### config.mk
export PLATFORM = sky130hd
export DESIGN_NAME = fifo_pkt_reader_flat
export DESIGN_NICKNAME = d
export VERILOG_FILES = /design/src/rtl/fifo_pkt_reader_if.sv /design/src/rtl/fifo_pkt_reader.sv /design/src/flat_wrapper.sv
export SDC_FILE = /design/constraint.sdc
export NUM_CORES = 1
export LEC_CHECK = 0
export BUFFER_PORTS_ARGS = -buffer_cell sky130_fd_sc_hd__buf_2
export CAP_MARGIN = 20
export CORE_AREA = 2 2 82 84
export CTS_CLUSTER_SIZE = 12
export DETAILED_ROUTE_END_ITERATION = 10
export DIE_AREA = 0 0 84 86
export PLACE_DENSITY = 0.47
export SLEW_MARGIN = 20
export SYNTH_ARGS = -nofsm -noshare
export SYNTH_HDL_FRONTEND = slang
export SYNTH_SLANG_ARGS = --single-unit
### constraint.sdc
create_clock -name clk -period 3.2 [get_ports clk]
set_input_delay 0.64 -clock clk [delete_from_list [all_inputs] [get_ports clk]]
set_output_delay 0.64 -clock clk [all_outputs]
set_load 0.03 [all_outputs]
### src/rtl/fifo_pkt_reader_if.sv
// Handshake bundle for fifo_pkt_reader: upstream FIFO read port plus the
// framed valid/ready output stream.
interface fifo_pkt_reader_if #(
  parameter int DATA_WIDTH = 8
) ();
  logic                  fifo_empty;
  logic                  fifo_rd_en;
  logic [DATA_WIDTH-1:0] fifo_data;
  logic                  m_valid;
  logic                  m_ready;
  logic [DATA_WIDTH-1:0] m_data;
  logic                  m_sop;
  logic                  m_eop;

  modport master (
    input  fifo_empty, fifo_data, m_ready,
    output fifo_rd_en, m_valid, m_data, m_sop, m_eop
  );

  modport slave (
    output fifo_empty, fifo_data, m_ready,
    input  fifo_rd_en, m_valid, m_data, m_sop, m_eop
  );
endinterface

### src/rtl/fifo_pkt_reader.sv
// Drains fifo_sync into a framed valid/ready packet stream via a 2-entry prefetch buffer.
// Optional trailing XOR checksum beat per packet when FIFO_PKT_CHECKSUM_EN is defined.
module fifo_pkt_reader #(
  parameter int DATA_WIDTH = 8,
  parameter int PKT_LEN    = 4
) (
  input  logic               clk,
  input  logic               rst_n,
  fifo_pkt_reader_if.master  bus,
  output logic [15:0]        pkt_count,
  output logic               busy
);

  localparam int            BW   = (PKT_LEN > 1) ? $clog2(PKT_LEN) : 1;
  localparam logic [BW-1:0] LAST = BW'(PKT_LEN - 1);

`ifdef FIFO_PKT_CHECKSUM_EN
  typedef enum logic {S_DATA, S_CSUM} state_t;
`else
  typedef enum logic {S_DATA} state_t;
`endif

  state_t                state_q, state_d;
  logic [DATA_WIDTH-1:0] buf_mem_q [2];
  logic                  wr_ptr_q, rd_ptr_q;
  logic [1:0]            buf_cnt_q, buf_cnt_d;
  logic                  inflight_q;
  logic [BW-1:0]         beat_q, beat_d;
  logic [15:0]           pkt_cnt_q, pkt_cnt_d;
`ifdef FIFO_PKT_CHECKSUM_EN
  logic [DATA_WIDTH-1:0] csum_q, csum_d;
`endif

  logic                  push, pop, rd_en;
  logic                  valid, sop, eop;
  logic [DATA_WIDTH-1:0] data, head;
  logic [2:0]            occ;

  assign head = buf_mem_q[rd_ptr_q];
  assign push = inflight_q;

  always_comb begin
    state_d   = state_q;
    beat_d    = beat_q;
    pkt_cnt_d = pkt_cnt_q;
`ifdef FIFO_PKT_CHECKSUM_EN
    csum_d    = csum_q;
`endif
    valid = 1'b0;
    data  = '0;
    sop   = 1'b0;
    eop   = 1'b0;
    pop   = 1'b0;
    case (state_q)
      S_DATA: begin
        valid = (buf_cnt_q != 2'd0);
        if (valid) begin
          data = head;
          sop  = (beat_q == '0);
`ifndef FIFO_PKT_CHECKSUM_EN
          eop  = (beat_q == LAST);
`endif
        end
        pop = valid && bus.m_ready;
        if (pop) begin
          beat_d = (beat_q == LAST) ? '0 : beat_q + BW'(1);
`ifdef FIFO_PKT_CHECKSUM_EN
          csum_d = csum_q ^ head;
          if (beat_q == LAST) state_d = S_CSUM;
`else
          if (beat_q == LAST) pkt_cnt_d = pkt_cnt_q + 16'd1;
`endif
        end
      end
`ifdef FIFO_PKT_CHECKSUM_EN
      S_CSUM: begin
        valid = 1'b1;
        data  = csum_q;
        eop   = 1'b1;
        if (bus.m_ready) begin
          csum_d    = '0;
          pkt_cnt_d = pkt_cnt_q + 16'd1;
          state_d   = S_DATA;
        end
      end
`endif
      default: state_d = S_DATA;
    endcase
  end

  // Occupancy after this cycle's pop, counting the byte already in flight.
  assign occ       = {1'b0, buf_cnt_q} + {2'b00, inflight_q} - {2'b00, pop};
  assign rd_en     = rst_n && !bus.fifo_empty && (occ < 3'd2);
  assign buf_cnt_d = buf_cnt_q + {1'b0, push} - {1'b0, pop};

  always_ff @(posedge clk) begin
    if (!rst_n) begin
      state_q      <= S_DATA;
      buf_mem_q[0] <= '0;
      buf_mem_q[1] <= '0;
      wr_ptr_q     <= 1'b0;
      rd_ptr_q     <= 1'b0;
      buf_cnt_q    <= 2'd0;
      inflight_q   <= 1'b0;
      beat_q       <= '0;
      pkt_cnt_q    <= 16'd0;
`ifdef FIFO_PKT_CHECKSUM_EN
      csum_q       <= '0;
`endif
    end else begin
      state_q    <= state_d;
      inflight_q <= rd_en;
      buf_cnt_q  <= buf_cnt_d;
      beat_q     <= beat_d;
      pkt_cnt_q  <= pkt_cnt_d;
`ifdef FIFO_PKT_CHECKSUM_EN
      csum_q     <= csum_d;
`endif
      if (push) begin
        buf_mem_q[wr_ptr_q] <= bus.fifo_data;
        wr_ptr_q            <= ~wr_ptr_q;
      end
      if (pop) rd_ptr_q <= ~rd_ptr_q;
    end
  end

  assign bus.fifo_rd_en = rd_en;
  assign bus.m_valid    = valid;
  assign bus.m_data     = data;
  assign bus.m_sop      = sop;
  assign bus.m_eop      = eop;
  assign pkt_count      = pkt_cnt_q;
`ifdef FIFO_PKT_CHECKSUM_EN
  assign busy = (buf_cnt_q != 2'd0) || inflight_q || (beat_q != '0) || (state_q != S_DATA);
`else
  assign busy = (buf_cnt_q != 2'd0) || inflight_q || (beat_q != '0);
`endif

endmodule

### src/flat_wrapper.sv
// flat-port wrapper written by rule: the top's interface ports become plain ports
module fifo_pkt_reader_flat 
#(
  parameter int DATA_WIDTH = 8,
  parameter int PKT_LEN    = 4
)
  (clk, rst_n, pkt_count, busy, bus_fifo_empty, bus_fifo_data, bus_m_ready, bus_fifo_rd_en, bus_m_valid, bus_m_data, bus_m_sop, bus_m_eop);
  fifo_pkt_reader_if #(.DATA_WIDTH(DATA_WIDTH)) bus_i ();
  input  logic clk;
  input  logic rst_n;
  output logic [15:0] pkt_count;
  output logic busy;
  input wire logic [$bits(bus_i.fifo_empty)-1:0] bus_fifo_empty;
  input wire logic [$bits(bus_i.fifo_data)-1:0] bus_fifo_data;
  input wire logic [$bits(bus_i.m_ready)-1:0] bus_m_ready;
  output wire logic [$bits(bus_i.fifo_rd_en)-1:0] bus_fifo_rd_en;
  output wire logic [$bits(bus_i.m_valid)-1:0] bus_m_valid;
  output wire logic [$bits(bus_i.m_data)-1:0] bus_m_data;
  output wire logic [$bits(bus_i.m_sop)-1:0] bus_m_sop;
  output wire logic [$bits(bus_i.m_eop)-1:0] bus_m_eop;
  assign bus_i.fifo_empty = bus_fifo_empty;
  assign bus_i.fifo_data = bus_fifo_data;
  assign bus_i.m_ready = bus_m_ready;
  assign bus_fifo_rd_en = bus_i.fifo_rd_en;
  assign bus_m_valid = bus_i.m_valid;
  assign bus_m_data = bus_i.m_data;
  assign bus_m_sop = bus_i.m_sop;
  assign bus_m_eop = bus_i.m_eop;
  fifo_pkt_reader #(.DATA_WIDTH(DATA_WIDTH), .PKT_LEN(PKT_LEN)) u_core (.clk(clk), .rst_n(rst_n), .bus(bus_i), .pkt_count(pkt_count), .busy(busy));
endmodule
# ---- Word level (Yosys, flattened, before mapping)
# Memories as Yosys holds them, arrays and structs flattened. A register that Yosys moved wholly into a read port is not among the register bits.
# Cells that the tools add are included.
dict set report word_totals {
  ff_bits 23
  ram_bits 16
  input_bits 12
  output_inout_bits 29
  wordCells 41
  memories 1
}
dict set report classes {
  n_addsub 6
  n_lt_le_gt_ge 1
  eq_ne 1
  muxes 13
  n_bitwise 2
  reduce_logical 11
}
# name depth width rd rd_ports_with_merged_regs write_ports line_no
set mem_list {}
lappend mem_list {u_core.buf_mem_q 2 8 1 1 2 fifo_pkt_reader.sv:24} ;# logic [DATA_WIDTH-1:0] buf_mem_q [2];
# cell count
set ops {}
lappend ops {{$add A16 B1 Y16 const B} 1}
lappend ops {{$mux W8} 2}
lappend ops {{$mux W1} 10}
lappend ops {{$reduce_or A8 Y1} 1}
lappend ops {{$reduce_bool A2 Y1} 2}
lappend ops {{$add A2 B1 Y3} 1}
lappend ops {{$logic_and A1 B1 Y1} 3}
lappend ops {{$lt A3 B2 Y1 const B} 1}
lappend ops {{$sub A3 B1 Y3} 1}
lappend ops {{$add A2 B1 Y2} 1}
lappend ops {{$add A2 B1 Y2 const B} 1}
lappend ops {{$eq A2 B2 Y1 const B} 1}
lappend ops {{$logic_not A2 Y1} 1}
lappend ops {{$logic_or A1 B1 Y1} 2}
lappend ops {{$mux W2} 1}
lappend ops {{$not A1 Y1} 2}
lappend ops {{$reduce_and A2 Y1} 1}
lappend ops {{$sub A2 B1 Y2} 1}
lappend ops {{$logic_not A1 Y1} 1}

# ---- Logic depth before layout (Yosys ltp)
# Gate-level depths: netlist of the first run.
dict set report depth {
  ltp_word 5
  depth_mapped 8
  depth_no_buf 8
}

# ---- Worst setup path after synthesis of the first run
# Ideal clock, no wire load.
dict set report synth_path {
  kind {input -> output}
  from {input port bus_m_ready}
  to {output port bus_fifo_rd_en}
  arrival_time_ns 2.811
  t_required_ns 2.560
  path_slack_ns -0.251
  path_stages 7
  path_buffers 0
  path_cell_list {o21ai_1 inv_1 ha_1 inv_1 ha_1 fa_1 nor4_1}
}
dict set report synth_via {
  elab_chain_len 4
}
# item line_no
set synth_rtl {}
lappend synth_rtl {{start: declaration} flat_wrapper.sv:15} ;# input wire logic [$bits(bus_i.m_ready)-1:0] bus_m_ready;
lappend synth_rtl {{$logic_and A1 B1 Y1} fifo_pkt_reader.sv:64} ;# pop = valid && bus.m_ready;
lappend synth_rtl {{via u_core.pop} fifo_pkt_reader.sv:34} ;# logic push, pop, rd_en;
lappend synth_rtl {{$sub A3 B1 Y3} fifo_pkt_reader.sv:92} ;# assign occ = {1'b0, buf_cnt_q} + {2'b00, inflight_q} - {2'b00, pop};
lappend synth_rtl {{$lt A3 B2 Y1} fifo_pkt_reader.sv:93} ;# assign rd_en = rst_n && !bus.fifo_empty && (occ < 3'd2);
lappend synth_rtl {{$logic_and A1 B1 Y1} fifo_pkt_reader.sv:93}
lappend synth_rtl {{end: declaration} flat_wrapper.sv:16} ;# output wire logic [$bits(bus_i.fifo_rd_en)-1:0] bus_fifo_rd_en;
# The timed path passes the listed nets, and every way through them passes these cells.

# ---- Worst setup path after layout of the first run
dict set report layout_path {
  from {register u_core.buf_cnt_q[1]}
  to {output port bus_fifo_rd_en}
}
dict set report layout_via {
  elab_chain_len 5
  elab_cells_between_ends 6
  classes_between {add/sub: 2; order compare: 1; reduce/logical: 3}
}
# item line_no
set layout_rtl {}
lappend layout_rtl {{start: declaration} fifo_pkt_reader.sv:26} ;# logic [1:0] buf_cnt_q, buf_cnt_d;
lappend layout_rtl {{start signal: assignment} fifo_pkt_reader.sv:113} ;# buf_cnt_q <= buf_cnt_d;
lappend layout_rtl {{$reduce_bool A2 Y1} fifo_pkt_reader.sv:56} ;# valid = (buf_cnt_q != 2'd0);
lappend layout_rtl {{$logic_and A1 B1 Y1} fifo_pkt_reader.sv:64}
lappend layout_rtl {{via u_core.pop} fifo_pkt_reader.sv:34}
lappend layout_rtl {{$sub A3 B1 Y3} fifo_pkt_reader.sv:92}
lappend layout_rtl {{$lt A3 B2 Y1} fifo_pkt_reader.sv:93}
lappend layout_rtl {{$logic_and A1 B1 Y1} fifo_pkt_reader.sv:93}
# The timed path passes the listed nets, and every way through them passes these cells.

==> metrics.md, run 1 <==
| Metric | Value |
|---|---|
| Outcome | complete, no violations |
| Final Non-Filler Cells | 304 |
| Initial antenna violation count | 0 |
| Ys async rst share | 0 |
| Die area | 7224 um^2 |
| Ranking of synthesized cells by area | dfxtp_1 26%, edfxtp_1 26%, and2_1 6.1% |
| Hold endpoint | u_core.pkt_count[15] |
| PortBufs | 40 |
| Routability cong. | 0.7030 |
| Slew Limit Fails | 0 |
| PwrDens | 712.5 nW/um^2 |
| GRT overflow | 0 |
| Hold Path Depth | 2 |
| Clk Latency, worst-skew pair | 0.29 ns |
| Io pins | 41 |
| Root Driver | clkbuf_8 |
| Antenna Nets Post-Route | 0 |
| Tcrit/Tclk final | 0.9348 |
| Reg2Reg Setup Slack | 1.29 ns |
| Crit path launch type | flop |
| Max_cap viols | 0 |
| Core area | 6277 um^2 |
| Row count | 29 |
| Leading area contributor after synthesis | dfxtp_1 |
| Pleak | 0.9677 nW |
| WP data required | 2.56 ns |
| Max IR drop VDD | 423.0 uV |
| # diodes | 0 |
| First-pass GRT wire length | 6251 um |
| Detailed Route WL | 3737 um |
| Largest net degree at the start of global routing | 24 |
| Rel. slew slack | 0.4541 |
| RSZ-0062 raised after global routing | no |
| DP HPWL | 2612 um |
| Sequential element share of the synthesized area | 0.5196 |
| First DRT Iteration DRCs | 100 |
| Yosys warnings | 0 |
| Slew @ Worst Pin | 0.8158 ns |
| Most used DFF post-synth | dfxtp_1 |
| Highest Clock Rate | 334.3 MHz |
| Fillers | 651 |
| Count leader, synth | dfxtp_1 |
| Share of post-route cells with drive strength above 1 | 0.2555 |
| CTS tree | done |
| Mean Syn Cell Area | 10.22 um^2 |
| Crit Path Category | reg -> out |
| R2R Path End | u_core.pkt_count[12] |
| Utilization after layout | 0.3695 |
| Initial Utilization | 0.2946 |
| Endpoint class of the critical path | output port |
| Syn Inst Count | 181 |
| EDFF count, synth | 16 |
| Clock skew | 0.002650 ns |
| Max clock buf depth | 2 |
| Hold WC Path Type | reg -> reg |
| Die Span Y | 86 um |
| Setup Total Neg Slack | 0 ns |
| Post-synth top cells | 24 x dfxtp_1, 22 x nor2_1, 18 x and2_1 |
| Final hold violation count | 0 |
| Area Overhead vs Synth | 25.44% |
| Final period demand of the worst path | 2.991 ns |
| #FFs+latches synth | 40 |
| DIE WIDTH | 84 um |
| Final instance area | 2320 um^2 |
| Vias per cell | 4.500 |
| DRC violations left | 0 |
| Placed Area | 2155 um^2 |
| Top cell type's share of synthesized area | 0.2598 |
| Syn Nets | 199 |
| CTS Buf Count | 5 |
| Fin nets | 244 |
| Vias in the first global route | 1290 |
| Hold Crit Start | u_core.pkt_count[15] |
| WL/cell | 12.29 um |
| Worst-path clk slew | 0.08 ns |
| Yosys cell types | 34 |
| CTS H-tree depth | 2 |
| R2R depth | 5 |
| Reg2reg start | u_core.beat_q[0] |
| GRT Total Usage | 0.1105 |
| Crit path DAT | 2.35 ns |
| Final setup violation count | 0 |
| Sink Count | 40 |
| Drt first pass iters | 4 |
| Dpl cells | 296 |
| Hold WS | 0.4812 ns |
| Largest fanout on the critical path | 6 |
| Via count | 1368 |
| Synth Cell Area | 1849 um^2 |
[critical path, stage by stage (launching register included)]
cell and delay [ns]:
dfxtp_1 0.39, o21ai_2 0.16, inv_1 0.06, ha_1 0.27, inv_1 0.03, ha_1 0.18, fa_1 0.49, nor4_2 0.23
clkbuf_4 0.23
[report_power, final]
part	switching (mW)	internal [mW]	total, mW	leakage, nW
Sequential	0.0581	0.603	0.661	0.361
Clock	0.182	0.390	0.572	0.0784
Combinational	0.265	0.155	0.419	0.528
Total	0.505	1.15	1.65	0.968
[worst max-delay path by stage]
stage                   startpoint             end  slack (ns)  cells past startpoint
5_1_grt        u_core.buf_cnt_q[1]  bus_fifo_rd_en        0.05                      8
2_1_floorplan          bus_m_ready  bus_fifo_rd_en        0.08                      7
6_report       u_core.buf_cnt_q[1]  bus_fifo_rd_en        0.21                      8
3_5_place_dp           bus_m_ready  bus_fifo_rd_en        0.18                      9
4_1_cts        u_core.buf_cnt_q[1]  bus_fifo_rd_en        0.14                      8
3_3_place_gp           bus_m_ready  bus_fifo_rd_en        0.20                      9
[cell usage in the layout, fill, tap and decap left out, types with 5 or more instances in the layout]
| master | n |
|---|---|
| edfxtp_1 | 16 |
| nand3_1 | 8 |
| nor2_1 | 22 |
| inv_1 | 12 |
| dfxtp_1 | 24 |
| mux2i_1 | 9 |
| clkbuf_8 | 5 |
| buf_2 | 39 |
| a21oi_1 | 9 |
| and2_1 | 18 |
| xor2_1 | 7 |
| or4_1 | 5 |
| ha_1 | 5 |
| o31ai_1 | 5 |
| buf_4 | 5 |
[cell families (layout without fill, tap and decap cells)]
group	after synthesis	count (layout)	share of synthesized area
mux	9	9	0.04872
xor+xnor	11	11	0.05210
buf+inv	19	65	0.04330
compound gates	20	20	0.07104
simple gates	76	76	0.2206
fa+ha+maj	6	6	0.04466
flops	40	40	0.5196
[cell type report]
cell class / count / area (um^2) / area share
timing repair buffer: 45 / 240.2 / 0.1036
tap: 77 / 96.34 / 0.04153
clock buffer: 5 / 68.82 / 0.02967
sequential: 40 / 960.9 / 0.4142
clock inverter: 3 / 90.09 / 0.03884
multi-input combinational: 122 / 818.3 / 0.3528
inverter: 12 / 45.04 / 0.01942
[registers in the layout, indices dropped and copies added, names as in the netlist, named ones only]
name	flops
u_core.inflight_q	1
u_core.beat_q	2
u_core.rd_ptr_q	1
u_core.wr_ptr_q	1
u_core.buf_mem_q	16
u_core.buf_cnt_q	2
u_core.pkt_count	16
[through the flow]
| stage | setup slack (ns) | total power [mW] |
|---|---|---|
| after global placement | 0.1986 | 1.094 |
| after detailed placement | 0.1820 | 1.096 |
| after global routing | 0.05353 | 1.745 |
| after floorplan | 0.07513 | 0.9707 |
| final | 0.2088 | 1.653 |
| after CTS | 0.1418 | 1.673 |
[routing by layer]
metal  routed length [um]  track usage  part of all wire  vias up
li1                     -            -                 -      714
met1                 1826       0.1482              0.49      621
met2                 1669       0.1680              0.45       28
met3                  173      0.02984             0.046        5
met4                   68      0.04839             0.018        0
met5                    0            0                 0        -
[repair_timing]
action | in CTS | in global routing
gates resized for setup | 0 | 2
hold buffers | 0 | 0
setup endpoints to repair | 0 | 1
setup buffers | 0 | 0
No activity file was read; power rests on OpenSTA's default activity.
==> inputs of run 2 (changes only) <==
==> constraint.sdc (replaced) <==
create_clock -name clk -period 3.8 [get_ports clk]
set_input_delay 0.76 -clock clk [delete_from_list [all_inputs] [get_ports clk]]
set_output_delay 0.76 -clock clk [all_outputs]
set_load 0.03 [all_outputs]
==> metrics.md, run 2 (synthesized netlist as in run 1, its figures left out) <==
| Metric | Value |
|---|---|
| Drt first pass iters | 4 |
| Crit path max-delay family | adder cells |
| DRC violations left | 0 |
| Slew Limit Fails | 0 |
| Fin nets | 240 |
| Final instance area | 2201 um^2 |
| GRT overflow | 0 |
| WP data required | 3.04 ns |
| Die area | 7224 um^2 |
| Hold WC Path Type | reg -> reg |
| Die Span Y | 86 um |
| Crit Path Category | in -> out |
| Vias per cell | 4.557 |
| Max_cap viols | 0 |
| Endpoint class of the critical path | output port |
| Pleak | 0.9144 nW |
| Clk Latency, worst-skew pair | 0.29 ns |
| PortBufs | 40 |
| Io pins | 41 |
| Final period demand of the worst path | 3.395 ns |
| Share of post-route cells with drive strength above 1 | 0.2287 |
| Reg2reg start | u_core.buf_cnt_q[1] |
| Setup crit end | bus_fifo_rd_en |
| CTS Hold Bufs | 0 |
| CTS H-tree depth | 2 |
| Rel. slew slack | 0.4367 |
| Crit path launch type | input pin |
| Core area | 6277 um^2 |
| Setup Buffers After CTS | 0 |
| CTS tree | done |
| Critical Path Start | bus_m_ready |
| Hold WS | 0.4805 ns |
| Busiest grt layer | met2 |
| Global Route met2 Usage | 0.1680 |
| Crit path DAT | 2.63 ns |
| Reg2Reg Setup Slack | 1.70 ns |
| Highest Clock Rate | 294.6 MHz |
| First-pass GRT wire length | 6216 um |
| Outcome | complete, no violations |
| First DRT Iteration DRCs | 74 |
| Detailed Route WL | 3705 um |
| Routability cong. | 0.7221 |
| Antenna Nets Post-Route | 0 |
| Vias in the first global route | 1255 |
| WL/cell | 12.35 um |
| Largest fanout on the critical path | 5 |
| CTS Buf Count | 5 |
| Placed Area | 2118 um^2 |
| Hold Path Depth | 2 |
| Area Overhead vs Synth | 19.01% |
| PwrDens | 528.8 nW/um^2 |
| Final hold violation count | 0 |
| # diodes | 0 |
| Commonest non-fill, non-tap cell in the layout | buf_2 |
| Post-CTS Resized | 0 |
| Max clock buf depth | 2 |
| GR Util met1 | 0.1490 |
| GRT Total Usage | 0.1094 |
| Max IR drop VDD | 270.6 uV |
| Sink Count | 40 |
| Largest net degree at the start of global routing | 25 |
| Final setup violation count | 0 |
| Setup Total Neg Slack | 0 ns |
| R2R depth | 8 |
| Initial Utilization | 0.2946 |
| DIE WIDTH | 84 um |
| Crit path largest cell delay | 0.47 ns |
| Slowest CP cell | fa_1 |
| Tcrit/Tclk final | 0.8934 |
| DP HPWL | 2624 um |
| R2R Path End | u_core.inflight_q |
| Via count | 1367 |
| RSZ-0062 raised after global routing | no |
| Clock skew | 0.003240 ns |
| Worst path depth | 9 |
| CP Buf/Inv Count | 4 |
| Commonest cells after routing, fill and taps aside | 40 x buf_2, 24 x dfxtp_1, 22 x nor2_1 |
| Worst-path clk slew | 0.08 ns |
| Critical path, cell by cell | buf_2 > o21ai_1 > inv_1 > ha_1 > inv_1 > ha_1 > fa_1 > nor4_1 > buf_2 |
| Slew @ Worst Pin | 0.8419 ns |
| Power consumption | 1.164 mW |
| Row count | 29 |
| Met3 Use GR | 0.02887 |
| Root Driver | clkbuf_8 |
| Utilization after layout | 0.3506 |
| Initial antenna violation count | 0 |
==> run 2: worst reg2reg max path, cell delays in order, from the launching register on <==
cell and delay (ns):
dfxtp_1 0.39, o21ai_1 0.36, inv_1 0.09, ha_1 0.28, inv_1 0.03, ha_1 0.18, fa_1 0.37, xnor2_1 0.19
nor4_1 0.06
==> run 2: how the worst min path moves through the flow <==
| stage | startpoint | end | slack, ns |
|---|---|---|---|
| after floorplan | u_core.rd_ptr_q | flop | 0.47 |
| after global placement | u_core.pkt_count[15] | u_core.pkt_count[15] | 0.47 |
| after detailed placement | u_core.pkt_count[15] | u_core.pkt_count[15] | 0.48 |
| after CTS | u_core.pkt_count[15] | u_core.pkt_count[15] | 0.49 |
| after global routing | u_core.pkt_count[15] | u_core.pkt_count[15] | 0.53 |
| final | u_core.pkt_count[15] | u_core.pkt_count[15] | 0.48 |
==> run 2: area by class of cell <==
| class | count | area (um^2) |
|---|---|---|
| sequential | 40 | 960.9 |
| inverter | 12 | 45.04 |
| multi-input combinational | 122 | 808.3 |
| timing repair buffer | 41 | 207.7 |
| clock buffer | 5 | 68.82 |
| fill | 657 | 4076 |
| tap | 77 | 96.34 |
| clock inverter | 3 | 13.76 |
==> run 2: metrics by stage <==
| stage | worst slack, ns | cells |
|---|---|---|
| 6_report | 0.4052 | 300 |
| 5_1_grt | 0.1600 | 300 |
| 4_1_cts | 0.3750 | 300 |
| 3_5_place_dp | 0.3735 | 292 |
| 3_3_place_gp | 0.3791 | 292 |
| 2_1_floorplan | 0.1089 | 181 |
==> run 2: layer usage <==
metal	wire length, um	part of all wire
met4	44	0.012
met2	1763	0.48
met3	189	0.051
met5	0	0
met1	1707	0.46
==> run 2: power breakdown <==
| part | leakage, nW | internal, mW | switching (mW) |
|---|---|---|---|
| registers | 0.361 | 0.508 | 0.0479 |
| logic | 0.508 | 0.119 | 0.215 |
| clock network | 0.0453 | 0.125 | 0.148 |
| total | 0.914 | 0.752 | 0.412 |
